$ cat src/rtl/biker_shot_pkg.sv
// Shared types and constants for the biker shot pool.
// Positions are kept in 1/64-pixel fixed point.
package biker_shot_pkg;

    localparam int FIXED_POINT_MULTIPLIER = 64;

    typedef enum logic {
        IDLE,
        FLYING
    } shot_state_t;

    typedef struct packed {
        shot_state_t state;
        logic        dirDown;
        int          xFixed;
        int          yFixed;
    } shot_slot_t;

    // Signed division truncates toward zero, matching the movement blocks.
    function automatic logic signed [10:0] to_pixel(input int v);
        int p;
        p = v / FIXED_POINT_MULTIPLIER;
        return p[10:0];
    endfunction

endpackage

$ cat src/rtl/shot_slot.sv
// One shot slot: IDLE/FLYING state machine plus vertical integrator.
// Retirement on collision has priority over the per-frame move.
module shot_slot
    import biker_shot_pkg::*;
#(
    parameter int SHOT_SPEED       = 256,
    parameter int FRAME_MAX_HEIGHT = 479,
    parameter int SHOT_HEIGHT      = 8
) (
    input  logic               clk,
    input  logic               rst_i,
    input  logic               spawn_i,
    input  logic               dirDown_i,
    input  int                 xFixed_i,
    input  int                 yFixed_i,
    input  logic               move_i,
    input  logic               collision_i,
    output logic               active_o,
    output logic               activeNext_o,
    output logic signed [10:0] xPix_o,
    output logic signed [10:0] yPix_o
);

    localparam int BOTTOM_LIMIT = FRAME_MAX_HEIGHT * FIXED_POINT_MULTIPLIER;
    localparam int SPRITE_H     = SHOT_HEIGHT * FIXED_POINT_MULTIPLIER;

    shot_slot_t slot_q;
    shot_slot_t slot_d;
    int         yNext;
    logic       leaves;

    always_comb begin
        slot_d = slot_q;
        yNext  = slot_q.dirDown ? slot_q.yFixed + SHOT_SPEED
                                : slot_q.yFixed - SHOT_SPEED;
        leaves = slot_q.dirDown ? (yNext > BOTTOM_LIMIT)
                                : (yNext + SPRITE_H <= 0);
        unique case (slot_q.state)
            IDLE: begin
                if (spawn_i) begin
                    slot_d.state   = FLYING;
                    slot_d.dirDown = dirDown_i;
                    slot_d.xFixed  = xFixed_i;
                    slot_d.yFixed  = yFixed_i;
                end
            end
            FLYING: begin
                if (collision_i) begin
                    slot_d.state = IDLE;
                end else if (move_i) begin
                    // An exiting shot keeps its last on-screen position.
                    if (leaves) begin
                        slot_d.state = IDLE;
                    end else begin
                        slot_d.yFixed = yNext;
                    end
                end
            end
        endcase
    end

    always_ff @(posedge clk) begin
        if (rst_i) begin
            slot_q <= '0;
        end else begin
            slot_q <= slot_d;
        end
    end

    assign active_o     = (slot_q.state == FLYING);
    assign activeNext_o = (slot_d.state == FLYING);
    assign xPix_o       = to_pixel(slot_q.xFixed);
    assign yPix_o       = to_pixel(slot_q.yFixed);

endmodule

$ cat src/rtl/biker_shot_manager.sv
// Shot pool manager: accepts biker shoot requests, allocates slots,
// enforces the inter-shot cooldown and reports fired/dropped pulses.
module biker_shot_manager
    import biker_shot_pkg::*;
#(
    parameter int NUM_SHOTS        = 4,
    parameter int SHOT_SPEED       = 256,
    parameter int COOLDOWN_FRAMES  = 8,
    parameter int SHOT_OFFSET_X    = 14,
    parameter int FRAME_MAX_HEIGHT = 479,
    parameter int SHOT_HEIGHT      = 8
) (
    input  logic                 clk,
    input  logic                 resetN,
    input  logic                 startOfFrame,
    input  logic                 shootRequest,
    input  logic                 shotDirDown,
    input  logic signed [10:0]   bikerTopLeftX,
    input  logic signed [10:0]   bikerTopLeftY,
    input  logic                 enableMovement,
    input  logic [NUM_SHOTS-1:0] shotCollision,
    output logic signed [10:0]   shotTopLeftX [NUM_SHOTS],
    output logic signed [10:0]   shotTopLeftY [NUM_SHOTS],
    output logic [NUM_SHOTS-1:0] shotActive,
    output logic [3:0]           activeCount,
    output logic                 shotFired,
    output logic                 shotDropped
);

    localparam int CW = (COOLDOWN_FRAMES < 1) ? 1
                      : $clog2(COOLDOWN_FRAMES + 1);

    logic [NUM_SHOTS-1:0] activeNext;
    logic [NUM_SHOTS-1:0] spawnSel;
    logic                 haveFree;
    logic                 accept;
    logic                 move;
    int                   xSpawn;
    int                   ySpawn;

    logic [CW-1:0] cool_q, cool_d;
    logic [3:0]    count_q, count_d;
    logic          fired_q, fired_d;
    logic          dropped_q, dropped_d;

    assign move   = startOfFrame & enableMovement;
    assign xSpawn = (int'(bikerTopLeftX) + SHOT_OFFSET_X)
                  * FIXED_POINT_MULTIPLIER;
    assign ySpawn = int'(bikerTopLeftY) * FIXED_POINT_MULTIPLIER;

    // Free-slot search uses registered state, so a slot retiring this
    // cycle only becomes allocatable from the next cycle.
    always_comb begin
        spawnSel = '0;
        haveFree = 1'b0;
        for (int i = 0; i < NUM_SHOTS; i++) begin
            if (!shotActive[i] && !haveFree) begin
                spawnSel[i] = 1'b1;
                haveFree    = 1'b1;
            end
        end
    end

    assign accept = shootRequest && (cool_q == '0) && haveFree;

    for (genvar g = 0; g < NUM_SHOTS; g++) begin : g_slot
        shot_slot #(
            .SHOT_SPEED      (SHOT_SPEED),
            .FRAME_MAX_HEIGHT(FRAME_MAX_HEIGHT),
            .SHOT_HEIGHT     (SHOT_HEIGHT)
        ) u_slot (
            .clk         (clk),
            .rst_i       (resetN),
            .spawn_i     (accept & spawnSel[g]),
            .dirDown_i   (shotDirDown),
            .xFixed_i    (xSpawn),
            .yFixed_i    (ySpawn),
            .move_i      (move),
            .collision_i (shotCollision[g]),
            .active_o    (shotActive[g]),
            .activeNext_o(activeNext[g]),
            .xPix_o      (shotTopLeftX[g]),
            .yPix_o      (shotTopLeftY[g])
        );
    end

    always_comb begin
        cool_d    = cool_q;
        fired_d   = accept;
        dropped_d = shootRequest & ~accept;
        count_d   = '0;
        if (accept) begin
            cool_d = CW'(COOLDOWN_FRAMES);
        end else if (startOfFrame && cool_q != '0) begin
            cool_d = cool_q - 1'b1;
        end
        for (int i = 0; i < NUM_SHOTS; i++) begin
            count_d = count_d + 4'(activeNext[i]);
        end
    end

    always_ff @(posedge clk) begin
        if (resetN) begin
            cool_q    <= '0;
            count_q   <= '0;
            fired_q   <= 1'b0;
            dropped_q <= 1'b0;
        end else begin
            cool_q    <= cool_d;
            count_q   <= count_d;
            fired_q   <= fired_d;
            dropped_q <= dropped_d;
        end
    end

    assign activeCount = count_q;
    assign shotFired   = fired_q;
    assign shotDropped = dropped_q;

endmodule

$ cat config.mk
export PLATFORM = sky130hd
export DESIGN_NAME = biker_shot_manager
export DESIGN_NICKNAME = d
export VERILOG_FILES = /design/src/rtl/biker_shot_pkg.sv /design/src/rtl/shot_slot.sv /design/src/rtl/biker_shot_manager.sv
export SDC_FILE = /design/constraint.sdc
export NUM_CORES = 1
export LEC_CHECK = 0
export ABC_AREA = 1
export CAP_MARGIN = 30
export CORE_ASPECT_RATIO = 0.9
export CORE_MARGIN = 3
export CORE_UTILIZATION = 30
export CTS_CLUSTER_SIZE = 25
export DETAILED_ROUTE_END_ITERATION = 12
export PLACE_DENSITY_LB_ADDON = 0.12
export SLEW_MARGIN = 20
export SYNTH_ARGS = -nofsm -noshare
export SYNTH_HDL_FRONTEND = slang
export SYNTH_SLANG_ARGS = --single-unit
$ cat constraint.sdc
create_clock -name clk -period 4.9 [get_ports clk]
set_clock_uncertainty 0.05 [all_clocks]
set_input_delay 0.735 -clock clk [delete_from_list [all_inputs] [get_ports clk]]
set_output_delay 0.735 -clock clk [all_outputs]
set_load 0.02 [all_outputs]
Word-level counts from Yosys, hierarchy flattened

Index checks and enable logic that the tools add are counted.
W data, S select, Z words.

Register bits: 250
Input bits: 32
Output and inout port bits: 98
Logic and storage cells: 161

Add/subtract/negate cells: 21
Order comparisons: 8
Equality and inequality tests: 16
Muxes and demuxes: 53
Bitwise gates (word level): 15
Reductions and logical operators: 27

Operators by type and width:

| cell                     | number |
|---|---|
| $mux W32                 | 16 |
| $mux W66                 | 4 |
| $pmux W32 S2             | 4 |
| $add A32 B10 Y32 const B | 4 |
| $add A32 B11 Y32 const B | 4 |
| $gt A32 B16 Y1 const B   | 4 |
| $le A32 B1 Y1 const B    | 4 |
| $sub A32 B10 Y32 const B | 4 |
| $add A11 B1 Y11          | 4 |
| $reduce_or A6 Y1         | 4 |
| $mux W1                  | 23 |
| $ne A2 B2 Y1 const B     | 11 |
| $reduce_and A4 Y1        | 4 |
| $add A11 B5 Y12 const B  | 1 |
| $and A1 B1 Y1            | 10 |
| $ne A2 B1 Y1 const B     | 5 |
| $mux W4                  | 2 |
| $pmux W1 S2              | 4 |
| $reduce_and A2 Y1        | 4 |
| $logic_and A1 B1 Y1      | 6 |
| $logic_not A1 Y1         | 5 |
| $not A1 Y1               | 5 |
| $add A3 B1 Y4            | 1 |
| $logic_not A4 Y1         | 1 |
| 6 further kinds          | 6 |

Longest topological paths before layout

Gate-level depths: netlist of the first run.

Depth after elaboration: 16
Gate-level depth with buffers: 33
Mapped depth without buffers: 32

Modules after synthesis

A second synthesis of the first run with hierarchy kept.

Cells, all modules: 3750
Area total of the unflattened synthesis: 21753.4 um2

By module, submodules not included:

| module                           | instances | cells an instance | area each (um2) | seq. area each (um2) |
|---|---|---|---|---|
| shot_slot (g_slot[0].u_slot ...) | 3         | 903               | 5212.5          | 1041.0 |
| shot_slot (g_slot[2].u_slot)     | 1         | 941               | 5434.0          | 1041.0 |
| biker_shot_manager               | 1         | 100               | 681.9           | 180.2 |

Worst setup path before layout of the first run

OpenSTA, ideal clock, no wires.

Path type: register to register
From: register g_slot[0].u_slot.slot_q[64] (netlist name)
To: register count_q[1] (netlist: activeCount[1])
Library setup time: 128 ps
Arrival time: 3999 ps
Data required time: 4722 ps
Setup slack: 724 ps
Stages on the path, launching flop included: 26
Period minus slack after synthesis: 4176 ps
Path through: dfxtp_1 inv_1 ha_1 a21oi_2 nand2_2 nand2_2 nand2_2 nand2_1 nand2_1 nor2_1 inv_2 nor2_4 nand2_2 nor2_4 nand4_2 o21bai_1 nand3_1 o21bai_2 nand3_1 a31oi_1 fa_1 inv_1 ha_1 ha_1 inv_1 nor2_1

Cells in the longest elaborated chain, start to end: 11
Elaborated cells on any way between the ends: 12
Those cells by class: 4 x add/sub; 2 x order compare; 6 x mux

RTL lines:

| what                   | line                      | text |
|---|---|---|
| from (decl)            | shot_slot.sv:27           | `shot_slot_t slot_q;` |
| from (signal assigned) | shot_slot.sv:66           | `slot_q <= slot_d;` |
| $mux W32               | shot_slot.sv:34           | `yNext = slot_q.dirDown ? slot_q.yFixed + SHOT_SPEED` |
| $add A32 B11 Y32       | shot_slot.sv:37           | `: (yNext + SPRITE_H <= 0);` |
| $le A32 B1 Y1          | shot_slot.sv:37           |  |
| $mux W1 (*)            | shot_slot.sv:36           | `leaves = slot_q.dirDown ? (yNext > BOTTOM_LIMIT)` |
| $mux W1 (*)            | shot_slot.sv:52           | `if (leaves) begin` |
| $mux W1 (*)            | shot_slot.sv:50           | `end else if (move_i) begin` |
| $mux W1 (*)            | shot_slot.sv:48           | `if (collision_i) begin` |
| $pmux W1 S2 (*)        | shot_slot.sv:38           | `unique case (slot_q.state)` |
| $add A1 B1 Y2 (*)      | biker_shot_manager.sv:98  | `count_d = count_d + 4'(activeNext[i]);` |
| $add A2 B1 Y3 (*)      | biker_shot_manager.sv:98  |  |
| $add A3 B1 Y4 (*)      | biker_shot_manager.sv:98  |  |
| net count_d[1]         | biker_shot_manager.sv:42  | `logic [3:0] count_q, count_d;` |
| to (signal assigned)   | biker_shot_manager.sv:110 | `count_q <= count_d;` |
| to (decl)              | biker_shot_manager.sv:42  |  |

Mark *: on every way through the listed nets, which the timed path passes. The rest lies on a longest branch.
A chain may end at the register's enable or synchronous reset.

Worst setup path after layout of the first run

From: register g_slot[1].u_slot.slot_q[64] (netlist name)
To: register count_q[1] (netlist: activeCount[1])

Cells in the longest elaborated chain, start to end: 11
Elaborated cells on any way between the ends: 12
Those cells by class: 4 x add/sub; 2 x order compare; 6 x mux

RTL lines:

| what                   | line |
|---|---|
| from (decl)            | shot_slot.sv:27 |
| from (signal assigned) | shot_slot.sv:66 |
| $mux W32               | shot_slot.sv:34 |
| $add A32 B11 Y32       | shot_slot.sv:37 |
| $le A32 B1 Y1          | shot_slot.sv:37 |
| $mux W1 (*)            | shot_slot.sv:36 |
| $mux W1 (*)            | shot_slot.sv:52 |
| $mux W1 (*)            | shot_slot.sv:50 |
| $mux W1 (*)            | shot_slot.sv:48 |
| $pmux W1 S2 (*)        | shot_slot.sv:38 |
| $add A1 B1 Y2 (*)      | biker_shot_manager.sv:98 |
| $add A2 B1 Y3 (*)      | biker_shot_manager.sv:98 |
| $add A3 B1 Y4 (*)      | biker_shot_manager.sv:98 |
| net count_d[1]         | biker_shot_manager.sv:42 |

Marks and branches as above.

==> impl_metrics.env, run 1 <==
export IMPL_grt_overflow=0
export IMPL_post_place_ws_ps=258
export IMPL_coreArea_mm2=0.0572
export IMPL_layout_setup_ws_ps=311
export IMPL_antenna_found_initial=0
export IMPL_synth_flop_cell="dfxtp_1"
export IMPL_fill_cells=6363
export IMPL_cts_made_buffers=17
export IMPL_dpl_hpwl_mm=50.1
export IMPL_syn_to_final_growth_pct=13.7
export IMPL_dr_pass1_iters=5
export IMPL_grt_pass1_wl_mm=99.5
export IMPL_routedWlPerCell_um=16.9
export IMPL_vdd_drop_max_v=0.000346
export IMPL_rows=83
export IMPL_yosysWarnings=0
export IMPL_synth_edf_count=0
export IMPL_synth_top_area_frac=0.190
export IMPL_holdWs_ps=419
export IMPL_nets=3128
export IMPL_maxCapViolations=0
export IMPL_routed_wl_mm=63.6
export IMPL_ys_top_cells_by_count="nand2_1 (871), inv_1 (364), nor2_1 (254)"
export IMPL_r2r_start="g_slot[1].u_slot.slot_q[64]$_SDFFE_PP0P_"
export IMPL_drc=0
export IMPL_syn_inst=2965
export IMPL_initial_core_util=0.305
export IMPL_clock_sinks=165
export IMPL_cpPeakStageDelay_ps=500
export IMPL_die_y_um=235
export IMPL_synth_area_leaders="dfxtp_1 (19%), nand2_1 (19%), inv_1 (7.8%)"
export IMPL_io_pins=130
export IMPL_finalSetupViolCount=0
export IMPL_async_reset_ff_frac=0
export IMPL_synth_nets=3103
export IMPL_finalCritPeriodShare=0.936
export IMPL_timing_fmax_mhz=218
export IMPL_design_area_mm2=0.0198
export IMPL_finalMaxSlewViolations=0
export IMPL_maxSlewHeadroom=0.404
export IMPL_status="completed"
export IMPL_setup_tns_ps=0
export IMPL_hold_path_startpoint="cool_q[0]$_SDFFE_PP0P_"
export IMPL_vias_per_cell=4.97
export IMPL_ys_seq_area_frac=0.190
export IMPL_synth_area_leader_cell="dfxtp_1"
export IMPL_grt_max_degree=63
export IMPL_drive_gt1_frac=0.107
export IMPL_powerDensity_mw_per_mm2=558
export IMPL_cp_startpoint="g_slot[1].u_slot.slot_q[64]$_SDFFE_PP0P_"
export IMPL_cp_slowest_cell="fa_1"
export IMPL_crit_fanout=23
export IMPL_dieArea_mm2=0.0610
export IMPL_yosysMostFrequentCell="nand2_1"
export IMPL_clockBufferDepth=2
export IMPL_drt_iter0_markers=1357
export IMPL_leakage_nw=10.5
export IMPL_num_vias=18726
export IMPL_grt_pass1_vias=17457
export IMPL_clk_latency_ps=510
export IMPL_path_clk_slew_ps=80
export IMPL_clock_root_buffer="clkbuf_16"
export IMPL_gp_congestion=0.934
export IMPL_hold_class="reg2reg"
export IMPL_ant_nets=0
export IMPL_io_buffers=128
export IMPL_track_usage=0.207
export IMPL_path_class="reg2reg"
export IMPL_syn_avg_cell_area_um2=5.88
export IMPL_ys_ff_latch=165
export IMPL_htreeDepth=4
export IMPL_synth_area_mm2=0.0174
export IMPL_worst_ep_arrival_time_ps=4910
export IMPL_cts_tree="yes"
export IMPL_synth_cell_types=52
export IMPL_critPathMostFrequentCell="nand2_1"
export IMPL_timing_hold_violations_final=0
export IMPL_endpoint_kind="register"
export IMPL_worstMarginPinSlew_ps=888
export IMPL_period_minus_slack_ps=4590
export IMPL_diodes=0
export IMPL_postPlaceCellArea_mm2=0.0190
export IMPL_die_w_um=260
export IMPL_cp_required_ps=5220
export IMPL_cp_start_kind="register"
==> path summary, 6_finish.rpt <==
kind | depth (start not counted) | slack [ps] | end
setup / recovery | 27 | 310 | activeCount[1]$_SDFF_PP0_
hold reg to reg | 2 | 420 | cool_q[0]$_SDFFE_PP0P_
setup reg to reg | 27 | 310 | activeCount[1]$_SDFF_PP0_
hold / removal | 2 | 420 | cool_q[0]$_SDFFE_PP0P_
==> registers in the layout, indices dropped and copies added, names as in the netlist <==
signal                  flops
shotFired                   1
activeCount                 3
g_slot.u_slot.active_o      4
shotDropped                 1
cool_q                      4
g_slot.u_slot.slot_q      152
==> cell families after synthesis <==
group | count (synthesis) | synth area share
xor gates and xnor gates | 43 | 0.0238
other | 1 | 0.000215
buffers and inverters | 568 | 0.145
DFF | 165 | 0.190
and+or+nand+nor | 1622 | 0.414
adders and majority gates | 106 | 0.0783
AOI/OAI and AO/OA | 460 | 0.149
==> final cells by class <==
type	instances	area (um2)	share of cell area
inverter	398	1500	0.0758
timing repair buffer	176	1690	0.0851
clock buffer	17	425	0.0215
clock inverter	15	158	0.00796
multi-input combinational	2232	11800	0.595
tap	765	957	0.0483
sequential	165	3300	0.167
==> worst max-delay path, delay by kind of cell, from the launching register on <==
family,cells,cell delay (ps)
AOI/OAI and AO/OA,2,150
buffers and inverters,7,730
and+or+nand+nor,14,1830
DFF,1,370
adders and majority gates,4,1330
==> layer usage <==
| metal | vias up | global-route usage | routed length [um] |
|---|---|---|---|
| met5 | - | 0 | 0 |
| met4 | 0 | 0.0586 | 1280 |
| met3 | 55 | 0.0343 | 2950 |
| met2 | 425 | 0.312 | 27100 |
| met1 | 8685 | 0.301 | 32300 |
| li1 | 9561 | - | - |
==> where the power goes <==
group | internal [mW] | total [mW] | switching (mW) | leakage [nW]
logic | 2.58 | 8.01 | 5.43 | 8.85
registers | 1.50 | 1.64 | 0.140 | 1.34
clock network | 0.679 | 1.42 | 0.737 | 0.284
total | 4.76 | 11.1 | 6.31 | 10.5
==> layout by cell type (no fill, tap or decap), types with 5 or more instances in the layout <==
cell type / n
inv_1: 362
a21oi_1: 187
nor4_1: 9
o21bai_1: 10
nand3_2: 19
nand4_1: 53
o21ai_0: 147
nor2_1: 248
a211oi_1: 5
nor2_2: 23
nand3_1: 251
nand2_1: 867
xor2_2: 8
nor3_1: 29
o22ai_1: 23
inv_8: 5
inv_2: 33
clkdlybuf4s50_1: 127
clkbuf_16: 17
xnor2_1: 8
ha_1: 90
a22oi_1: 5
nand3b_1: 31
a21oi_2: 49
dfxtp_1: 164
nand2_2: 53
xor2_1: 25
buf_4: 43
nor2_4: 18
o21ai_1: 14
ha_2: 11
nand2_4: 5
==> what timing repair did <==
| item | 4_1_cts | 5_1_grt |
|---|---|---|
| setup endpoints to repair | 0 | 27 |
| hold buffers | 0 | 0 |
| gates resized for setup | 0 | 48 |
| buffers inserted | 0 | 4 |
==> stage by stage <==
stage	std cells	total power, mW	utilization
floorplan	2965	7.34	-
global placement	3731	9.38	0.332
detailed placement	3732	9.38	0.332
CTS	3764	10.9	0.343
global route	3768	12.2	0.346
finish	3768	11.1	0.346
Note: power is estimated with default switching activity, not from simulation.
==> run 2: changes to the inputs <==
Settings changed: CTS_CLUSTER_SIZE 25 to not set.
==> results of run 2 <==
Final layout, timing and power as in run 1 (identical DEF).
==> run 3: changes to the inputs <==
Clock period 4.9 ns to 4.91 ns, I/O delays scaled along.
==> run 3 against run 2 <==
Non-clock buffer count decreased by 4. Core utilization fell by 0.068 points. Critical endpoint unchanged. Via count is 1.1% lower. Global-route usage shrank 0.063 points. Critical path depth is 1 lower. Sequential share of layout area about the same. Sequential power is essentially flat. First-iteration DRC count fell by 17%. Clock-buffer cell count rose by 2. Final cell count down 0.11%. Register-to-register slack lost 50 ps.
==> impl_metrics.env, run 3 (same netlist as run 1, synthesis figures left out) <==
export IMPL_path_class="reg2reg"
export IMPL_layout_commonest_cell="nand2_1"
export IMPL_initial_core_util=0.305
export IMPL_drive_gt1_frac=0.101
export IMPL_die_w_um=260
export IMPL_holdWs_ps=417
export IMPL_worstMarginPinSlew_ps=898
export IMPL_cp_required_ps=5220
export IMPL_grt_pass1_wl_mm=99.4
export IMPL_vias_per_cell=4.92
export IMPL_largest_reg_flops=152
export IMPL_maxSlewHeadroom=0.401
export IMPL_dr_pass1_iters=5
export IMPL_routed_wl_mm=63.0
export IMPL_final_cells=3764
export IMPL_swShare=0.564
export IMPL_drt_iter0_markers=1133
export IMPL_ctsHoldBuffers=0
export IMPL_p_seq_frac=0.148
export IMPL_top_register="g_slot.u_slot.slot_q"
export IMPL_finalMaxSlewViolations=0
export IMPL_period_minus_slack_ps=4640
export IMPL_clock_root_buffer="clkbuf_16"
export IMPL_rsz0062_at_grt="yes"
export IMPL_cts_made_buffers=17
export IMPL_timing_hold_violations_final=0
export IMPL_clock_sinks=165
export IMPL_dp_cells=3730
export IMPL_cts_tree="yes"
export IMPL_dieArea_mm2=0.0610
export IMPL_postPlaceCellArea_mm2=0.0190
export IMPL_diodes=0
export IMPL_hold_class="reg2reg"
export IMPL_worst_ep_arrival_time_ps=4950
export IMPL_design_area_mm2=0.0198
export IMPL_htreeDepth=4
export IMPL_wl_met1_mm=31.2
export IMPL_p_total_mw=11.1
export IMPL_topRoutingLayerUsed="met4"
export IMPL_wl_met3_mm=3.61
export IMPL_finalSetupViolCount=0
export IMPL_path_clk_slew_ps=80
export IMPL_coreArea_mm2=0.0572
export IMPL_timing_fmax_mhz=215
export IMPL_track_usage=0.206
export IMPL_gp_congestion=0.909
export IMPL_p_sw_mw=6.24
export IMPL_antenna_found_initial=0
export IMPL_clk_latency_ps=510
export IMPL_fin_util=0.346
export IMPL_grt_pass1_vias=17861
export IMPL_io_buffers=128
export IMPL_grt_max_degree=63
export IMPL_final_cell_mix="nand2_1 (867), inv_1 (363), nor2_1 (251), nand3_1 (251), a21oi_1 (192)"
export IMPL_dr_wl_met2_mm=26.3
export IMPL_maxCapViolations=0
export IMPL_dpl_hpwl_mm=49.3
export IMPL_die_y_um=235
export IMPL_layout_setup_ws_ps=266
export IMPL_rows=83
export IMPL_finalCritPeriodShare=0.946
export IMPL_drc=0
export IMPL_ant_nets=0
export IMPL_intPower_mw=4.83
export IMPL_vdd_drop_max_v=0.000330
export IMPL_clockBufferDepth=2
export IMPL_setup_tns_ps=0
export IMPL_grt_overflow=0
export IMPL_post_place_ws_ps=65.0
export IMPL_routedWlPerCell_um=16.7
export IMPL_cp_start_kind="register"
export IMPL_crit_fanout=14
export IMPL_p_clk_frac=0.135
export IMPL_endpoint_kind="register"
export IMPL_io_pins=130
export IMPL_powerDensity_mw_per_mm2=560
export IMPL_nets=3124
export IMPL_syn_to_final_growth_pct=13.5
export IMPL_leakage_nw=10.5
export IMPL_status="completed"
export IMPL_p_comb_frac=0.717
export IMPL_num_vias=18516
## run 3: cell count changes in the layout (fill, tap and decap cells not counted), moves of 3 or more
cell	before	now
a21oi_2	49	44
buf_4	43	39
ha_1	90	96
nor2_1	248	251
clkinv_4	4	1
o21ai_1	14	10
a21oi_1	187	192
ha_2	11	5
xor2_2	8	5
o21ai_0	147	151
## run 3: path summary, 6_finish.rpt
kind                                            startpoint                        end  slack, ps  cells after the start
hold reg to reg                     cool_q[0]$_SDFFE_PP0P_     cool_q[0]$_SDFFE_PP0P_        420                      2
setup / recovery  g_slot[0].u_slot.slot_q[64]$_SDFFE_PP0P_  activeCount[1]$_SDFF_PP0_        270                     26
hold / removal                      cool_q[0]$_SDFFE_PP0P_     cool_q[0]$_SDFFE_PP0P_        420                      2
setup reg to reg  g_slot[0].u_slot.slot_q[64]$_SDFFE_PP0P_  activeCount[1]$_SDFF_PP0_        270                     26
## run 3: power by group through the flow
stage               Clock (mW)  Sequential, mW  Combinational (mW)
global route              1.59            1.65                9.02
floorplan                    0            1.61                5.72
global placement             0            1.66                7.71
CTS                       1.54            1.63                7.73
finish                    1.50            1.63                7.94
detailed placement           0            1.66                7.69
## run 3: cell type report
| type | count | area, um2 |
|---|---|---|
| Fill cell | 6337 | 37400 |
| Multi-Input combinational cell | 2232 | 11700 |
| Sequential cell | 165 | 3310 |
| Timing Repair Buffer | 172 | 1670 |
| Inverter | 398 | 1500 |
| Tap cell | 765 | 957 |
| Clock buffer | 19 | 443 |
| Clock inverter | 13 | 161 |
## run 3: critical path, stage by stage (launching register included)
cell and delay (ps):
dfxtp_2 390, clkinvlp_4 110, buf_12 160, buf_4 140, ha_1 350, nand2_1 100
nor2_1 320, nand2_1 160, nand2_1 110, nand2_1 60, nand2_1 160, nand2_1 170
inv_1 90, nand2_1 80, nor2_4 100, nand4_2 140, o21bai_1 160, nand3_1 70
o21bai_2 200, nand3_1 110, a31oi_2 110, fa_1 570, inv_1 50, ha_1 170
ha_1 270, inv_1 50, nor2_1 40
## run 3: repair_timing
action | in CTS | in global routing
endpoints found under the setup margin | 0 | 30
resized for setup | 0 | 29
buffers inserted | 0 | 2
## run 3: metal layers
layer	vias up	GRT usage
met1	8455	0.290
met4	0	0.0733
met2	442	0.311
met3	72	0.0412
li1	9547	-
met5	-	0
